**config.mk**
```make
export PLATFORM = sky130hd
export DESIGN_NAME = mont_exp_ctrl
export DESIGN_NICKNAME = d
export VERILOG_FILES = /design/src/rtl/mont_exp_ctrl.sv
export SDC_FILE = /design/constraint.sdc
export NUM_CORES = 1
export LEC_CHECK = 0
export ABC_AREA = 1
export CAP_MARGIN = 5
export CORE_ASPECT_RATIO = 1.5
export CORE_MARGIN = 2
export CORE_UTILIZATION = 50
export CTS_CLUSTER_DIAMETER = 120
export CTS_CLUSTER_SIZE = 10
export DETAILED_ROUTE_END_ITERATION = 12
export GPL_TIMING_DRIVEN = 0
export MAX_ROUTING_LAYER = met4
export PLACE_DENSITY = 0.83
export SLEW_MARGIN = 20
export SYNTH_ARGS = -nofsm -noshare
export SYNTH_HDL_FRONTEND = slang
export SYNTH_SLANG_ARGS = --single-unit
```
**constraint.sdc**
```tcl
create_clock -name clk -period 6.6 [get_ports clk]
set_input_delay 1.32 -clock clk [delete_from_list [all_inputs] [get_ports clk]]
set_output_delay 1.32 -clock clk [all_outputs]
set_load 0.01 [all_outputs]
```
**src/rtl/mont_exp_ctrl.sv**
```systemverilog
// mont_exp_ctrl: left-to-right square-and-multiply sequencer for a pipelined
// Montgomery multiplier. It issues one product at a time, waits out the
// multiplier latency, captures the product into the accumulator and reports
// the final accumulator with a one-cycle done pulse.
//
// Optional feature macro: MONT_EXP_SKIP_LZ_EN
//   defined   : the bit index starts at the most significant set bit of exp,
//               so leading-zero squarings of one_m are skipped; exp = 0 goes
//               straight to DONE with result = one_m.
//   undefined : always EXP_WIDTH squarings (latency depends only on popcount).
module mont_exp_ctrl #(
  parameter int WIDTH     = 32,
  parameter int EXP_WIDTH = 32,
  parameter int MUL_LAT   = 5
) (
  input  logic                 clk,
  input  logic                 rst_n,
  input  logic                 start,
  input  logic [WIDTH-1:0]     base_m,
  input  logic [WIDTH-1:0]     one_m,
  input  logic [EXP_WIDTH-1:0] exp,
  output logic                 busy,
  output logic                 done,
  output logic [WIDTH-1:0]     result,
  output logic [WIDTH-1:0]     mul_a,
  output logic [WIDTH-1:0]     mul_b,
  input  logic [WIDTH-1:0]     mul_res
);

  localparam int IDX_W = (EXP_WIDTH > 1) ? $clog2(EXP_WIDTH) : 1;
  localparam int CNT_W = (MUL_LAT > 0) ? $clog2(MUL_LAT + 1) : 1;

  localparam logic [1:0] S_IDLE = 2'd0;
  localparam logic [1:0] S_SQ   = 2'd1;
  localparam logic [1:0] S_MUL  = 2'd2;
  localparam logic [1:0] S_DONE = 2'd3;

  logic [1:0]           state_q,  state_d;
  logic [EXP_WIDTH-1:0] exp_q,    exp_d;
  logic [WIDTH-1:0]     base_q,   base_d;
  logic [WIDTH-1:0]     acc_q,    acc_d;
  logic [IDX_W-1:0]     idx_q,    idx_d;
  logic [CNT_W-1:0]     cnt_q,    cnt_d;
  logic [WIDTH-1:0]     mul_a_q,  mul_a_d;
  logic [WIDTH-1:0]     mul_b_q,  mul_b_d;
  logic [WIDTH-1:0]     result_q, result_d;
  logic                 busy_q,   busy_d;
  logic                 done_q,   done_d;

`ifdef MONT_EXP_SKIP_LZ_EN
  // Index of the most significant set bit; 0 when the value is zero.
  function automatic logic [IDX_W-1:0] msb_index(input logic [EXP_WIDTH-1:0] v);
    msb_index = '0;
    for (int k = 0; k < EXP_WIDTH; k++) begin
      if (v[k]) msb_index = IDX_W'(k);
    end
  endfunction
`endif

  // Next-state and datapath decisions; operands for the next product are
  // launched on the same edge that captures the current one.
  always_comb begin
    // NOTE: every signal gets a default here so no path leaves one unassigned,
    // which would otherwise infer a latch.
    state_d  = state_q;
    exp_d    = exp_q;
    base_d   = base_q;
    acc_d    = acc_q;
    idx_d    = idx_q;
    cnt_d    = cnt_q;
    mul_a_d  = mul_a_q;
    mul_b_d  = mul_b_q;
    result_d = result_q;
    busy_d   = busy_q;
    done_d   = 1'b0;

    case (state_q)
      S_IDLE: begin
        if (start) begin
          exp_d  = exp;
          base_d = base_m;
          acc_d  = one_m;
`ifdef MONT_EXP_SKIP_LZ_EN
          idx_d  = msb_index(exp);
          if (exp == '0) begin
            // Nothing to compute: the accumulator is already the answer.
            state_d  = S_DONE;
            done_d   = 1'b1;
            result_d = one_m;
          end else begin
            state_d = S_SQ;
            busy_d  = 1'b1;
            mul_a_d = one_m;
            mul_b_d = one_m;
            cnt_d   = CNT_W'(MUL_LAT);
          end
`else
          idx_d   = IDX_W'(EXP_WIDTH - 1);
          state_d = S_SQ;
          busy_d  = 1'b1;
          mul_a_d = one_m;
          mul_b_d = one_m;
          cnt_d   = CNT_W'(MUL_LAT);
`endif
        end
      end

      S_SQ, S_MUL: begin
        if (cnt_q != '0) begin
          cnt_d = cnt_q - CNT_W'(1);
        end else begin
          acc_d = mul_res;
          cnt_d = CNT_W'(MUL_LAT);
          if (state_q == S_SQ && exp_q[idx_q]) begin
            // Bit set: multiply the fresh square by the base.
            state_d = S_MUL;
            mul_a_d = mul_res;
            mul_b_d = base_q;
          end else if (idx_q == '0) begin
            state_d  = S_DONE;
            busy_d   = 1'b0;
            done_d   = 1'b1;
            result_d = mul_res;
          end else begin
            idx_d   = idx_q - IDX_W'(1);
            state_d = S_SQ;
            mul_a_d = mul_res;
            mul_b_d = mul_res;
          end
        end
      end

      S_DONE: state_d = S_IDLE;

      default: state_d = S_IDLE;
    endcase
  end

  // State registers; reset aborts any operation in flight without a done pulse.
  always_ff @(posedge clk or negedge rst_n) begin
    // NOTE: the working registers (exp/base/acc/idx/cnt) are reset too even
    // though every start reloads them, so no X ever reaches the outputs.
    if (!rst_n) begin
      state_q  <= S_IDLE;
      exp_q    <= '0;
      base_q   <= '0;
      acc_q    <= '0;
      idx_q    <= '0;
      cnt_q    <= '0;
      mul_a_q  <= '0;
      mul_b_q  <= '0;
      result_q <= '0;
      busy_q   <= 1'b0;
      done_q   <= 1'b0;
    end else begin
      // NOTE: non-blocking assignments so every flop samples pre-edge values.
      state_q  <= state_d;
      exp_q    <= exp_d;
      base_q   <= base_d;
      acc_q    <= acc_d;
      idx_q    <= idx_d;
      cnt_q    <= cnt_d;
      mul_a_q  <= mul_a_d;
      mul_b_q  <= mul_b_d;
      result_q <= result_d;
      busy_q   <= busy_d;
      done_q   <= done_d;
    end
  end

  assign busy   = busy_q;
  assign done   = done_q;
  assign result = result_q;
  assign mul_a  = mul_a_q;
  assign mul_b  = mul_b_q;

endmodule
```
==> reports/results.tsv <==
stage	metric	value	unit
synthesis	synth_area_leaders	dfrtp_1 53%, nand2_1 27%, o21ai_0 4.1%	
power	vdd_drop_max	0.259	mV
detailed_routing	wl_per_cell	16.8	um
cts	postCtsSetupBuffers	0	
timing	max_clock_freq	344	MHz
floorplan	dieArea	0.0172	mm2
setup_path	cp-start-kind	primary input	
detailed_routing	via_per_inst	5.30	
synthesis	synth_xor_area_frac	0	
cts	clockBufferDepth	2	
synthesis	synth_top_family_by_area	simple AND/OR/NAND/NOR gates	
synthesis	yosys.area_share.adder	0.00774	
timing	rsz0062_at_grt	false	
cts	cts.sinks	172	
setup_path	path_cells	clkdlybuf4s50_1 > o22ai_1 > nor2_2 > inv_2 > a21oi_4 > buf_6 > nand2_1 > nand2_1	
timing	tightest_slew	0.716	ns
cts	cts_tree	built	
floorplan	die_w	108	um
timing	slew_headroom	0.523	
synthesis	synthSimpleGateAreaFrac	0.348	
synthesis	netlist.area_leader.share	0.532	
status	status	complete, no violations	
detailed_routing	detail-route-antenna-nets	0	
floorplan	rows	56	
grt	grt_usage	0.311	
timing	period_minus_slack	2.91	ns
setup_path	cp.arrival	3.27	ns
synthesis	synth_compound_area_frac	0.0487	
cts	postCtsHoldBufs	0	
synthesis	synthMuxAreaShare	0	
final_layout	diodes	0	
cts	clock_latency	0.42	ns
synthesis	syn_nets	1196	
setup_path	worstPathMaxFanout	10	
placed_design	dp_slack	3.32	ns
detailed_routing	wl	25600	um
setup_path	crit_path_top_delay_cell	clkdlybuf4s50_1	
detailed_routing	vias	8079	
grt	grt_max_degree	96	
detailed_routing	drtIter0Drc	580	
grt	grt_pass1_wl	40300	um
synthesis	synth_seq_cells	172	
power	power_leakage	0.00569	uW
final_layout	layout_commonest_cell	nand2_1	
flow_run	cap_violations	0	
floorplan	initial_core_util	0.513	
final_layout	stdcell_area	0.0112	mm2
setup_path	crit_buf_inv	3	
placed_design	place_area	0.0107	mm2
placed_design	place_hpwl	19200	um
synthesis	synthesis.area	0.00809	mm2
final_layout	seq_area	0.00430	mm2
placed_design	port_buffers	228	
min_path	hold_class	flop to flop	
timing	drv_slew	0	
setup_path	critical_path_class	primary input to flop	
floorplan	io_pins	229	
setup_path	cp_data_required_time	6.96	ns
timing	fin_crit_sh	0.441	
placed_design	place_congestion	0.949	
cts	clkTransAtPathRegs	0.07	ns
final_layout	most-common-layout-cells	582 x nand2_1, 227 x clkdlybuf4s50_1, 172 x dfrtp_1	
synthesis	yosys.area.top_type	dfrtp_1	
setup_path	cp-end-kind	flop	
detailed_routing	route.detailed.drc	0	
floorplan	chipHeight	160	um
timing	layout_setup_ws	3.69	ns
final_layout	multi_input_area	0.00327	mm2
setup_path	path_common_cell	nand2_1	
timing	whs	0.480	ns
cts	cts_root_buf	clkbuf_16	
synthesis	ys_warn_count	0	
grt	grt_pass1_vias	8065	
grt	gr-total-overflow	0	
timing	setup_viol	0	
grt	antenna_found_initial	0	
final_layout	syn2layout_area_growth	38.9	%
cts	cts_made_buffers	17	
synthesis	syn_inst	1060	
setup_path	slowest_delay	0.51	ns
detailed_routing	firstDrtPassIters	5	
setup_path	r2r_setup_slack	3.89	ns
timing	hold_viol_final	0	
cts	cts_resized	0	
final_layout	fillers	1275	
timing	skew	0.00971	ns
final_layout	drive_gt1_frac	0.0560	
cts	cts-htree-levels	4	
synthesis	ys_types	26	
power	power_density	587	mW/mm2
final_layout	nets	1444	
synthesis	synth-seq-area-share	0.532	
floorplan	core	0.0158	mm2
synthesis	avgSynthCellArea	7.63	um2
setup_path	critPathTopFamily	buffers and inverters	
[synthesized netlist by cell type]
| master | number |
|---|---|
| clkbuf_2 | 1 |
| a21oi_4 | 1 |
| buf_6 | 8 |
| inv_1 | 44 |
| buf_2 | 19 |
| or2_2 | 1 |
| a21oi_1 | 6 |
| dfrtp_1 | 172 |
| clkbuf_1 | 29 |
| inv_6 | 1 |
| nand2_1 | 582 |
| nand3_2 | 1 |
| nand3b_1 | 1 |
| nand3_1 | 60 |
| nor2_1 | 10 |
| nor2_2 | 1 |
| a31oi_1 | 1 |
| buf_4 | 2 |
| ha_1 | 5 |
| inv_2 | 3 |
| nor2_4 | 1 |
| o21ai_0 | 67 |
| nand2_2 | 3 |
| nand4_1 | 37 |
| buf_1 | 3 |
| o22ai_1 | 1 |
[per-layer routing]
layer / vias to the layer above / wire (um) / track usage
met5: - / 0 / -
met2: 372 / 13100 / 0.531
met3: 83 / 1750 / 0.0457
li1: 3835 / - / -
met1: 3789 / 9320 / 0.345
met4: 0 / 1500 / 0.167
[cell type report]
cell class / instances / area share
buffer: 62 / 0.0290
clock buffer: 19 / 0.0386
clock inverter: 13 / 0.0125
inverter: 48 / 0.0165
multi-input combinational: 778 / 0.291
sequential: 172 / 0.383
tap: 203 / 0.0226
timing repair buffer: 229 / 0.206
[report_power, final]
group | leakage (uW) | switching, uW | internal (uW)
Sequential | 0.00211 | 289 | 1580
Clock | 0.000270 | 426 | 560
Combinational | 0.00331 | 2310 | 1420
Total | 0.00569 | 3030 | 3560
[cell families after synthesis]
group | after synthesis
and+or+nand+nor | 697
DFF | 172
buffers and inverters | 110
AOI/OAI and AO/OA | 76
adders and majority gates | 5
[flip-flops by register name (all words and copies together), names as in the netlist]
name and count:
cnt_q 3, mul_a 32, exp_q 32, base_q 32
done 1, busy 1, mul_b 32, state_q 2
result 32, idx_q 5
[worst min-delay path, stage by stage, from the launching register on]
cell and delay (ns):
dfrtp_1 0.34, nand2_1 0.05, nand2_1 0.05
[stage by stage]
step                cells  utilization  TNS (ns)  power [uW]
floorplan            1060            -         0        4080
global placement     1491        0.674   -464.85        5450
detailed placement   1492        0.676         0        5550
CTS                  1524        0.712         0        6560
global route         1524        0.712         0        7080
finish               1524        0.712         0        6590
[worst paths after layout]
kind / from / endpoint / cells after the start
setup / recovery: start / mul_a[30] / 8
hold / removal: exp_q[29] / exp_q[29] / 2
setup reg to reg: state_q[0] / mul_a[30] / 12
hold reg to reg: exp_q[29] / exp_q[29] / 2
max in group asynchronous: rst_n / result[0] / 2
min in group asynchronous: rst_n / exp_q[27] / 1
Power figures use the tool's default switching activity.
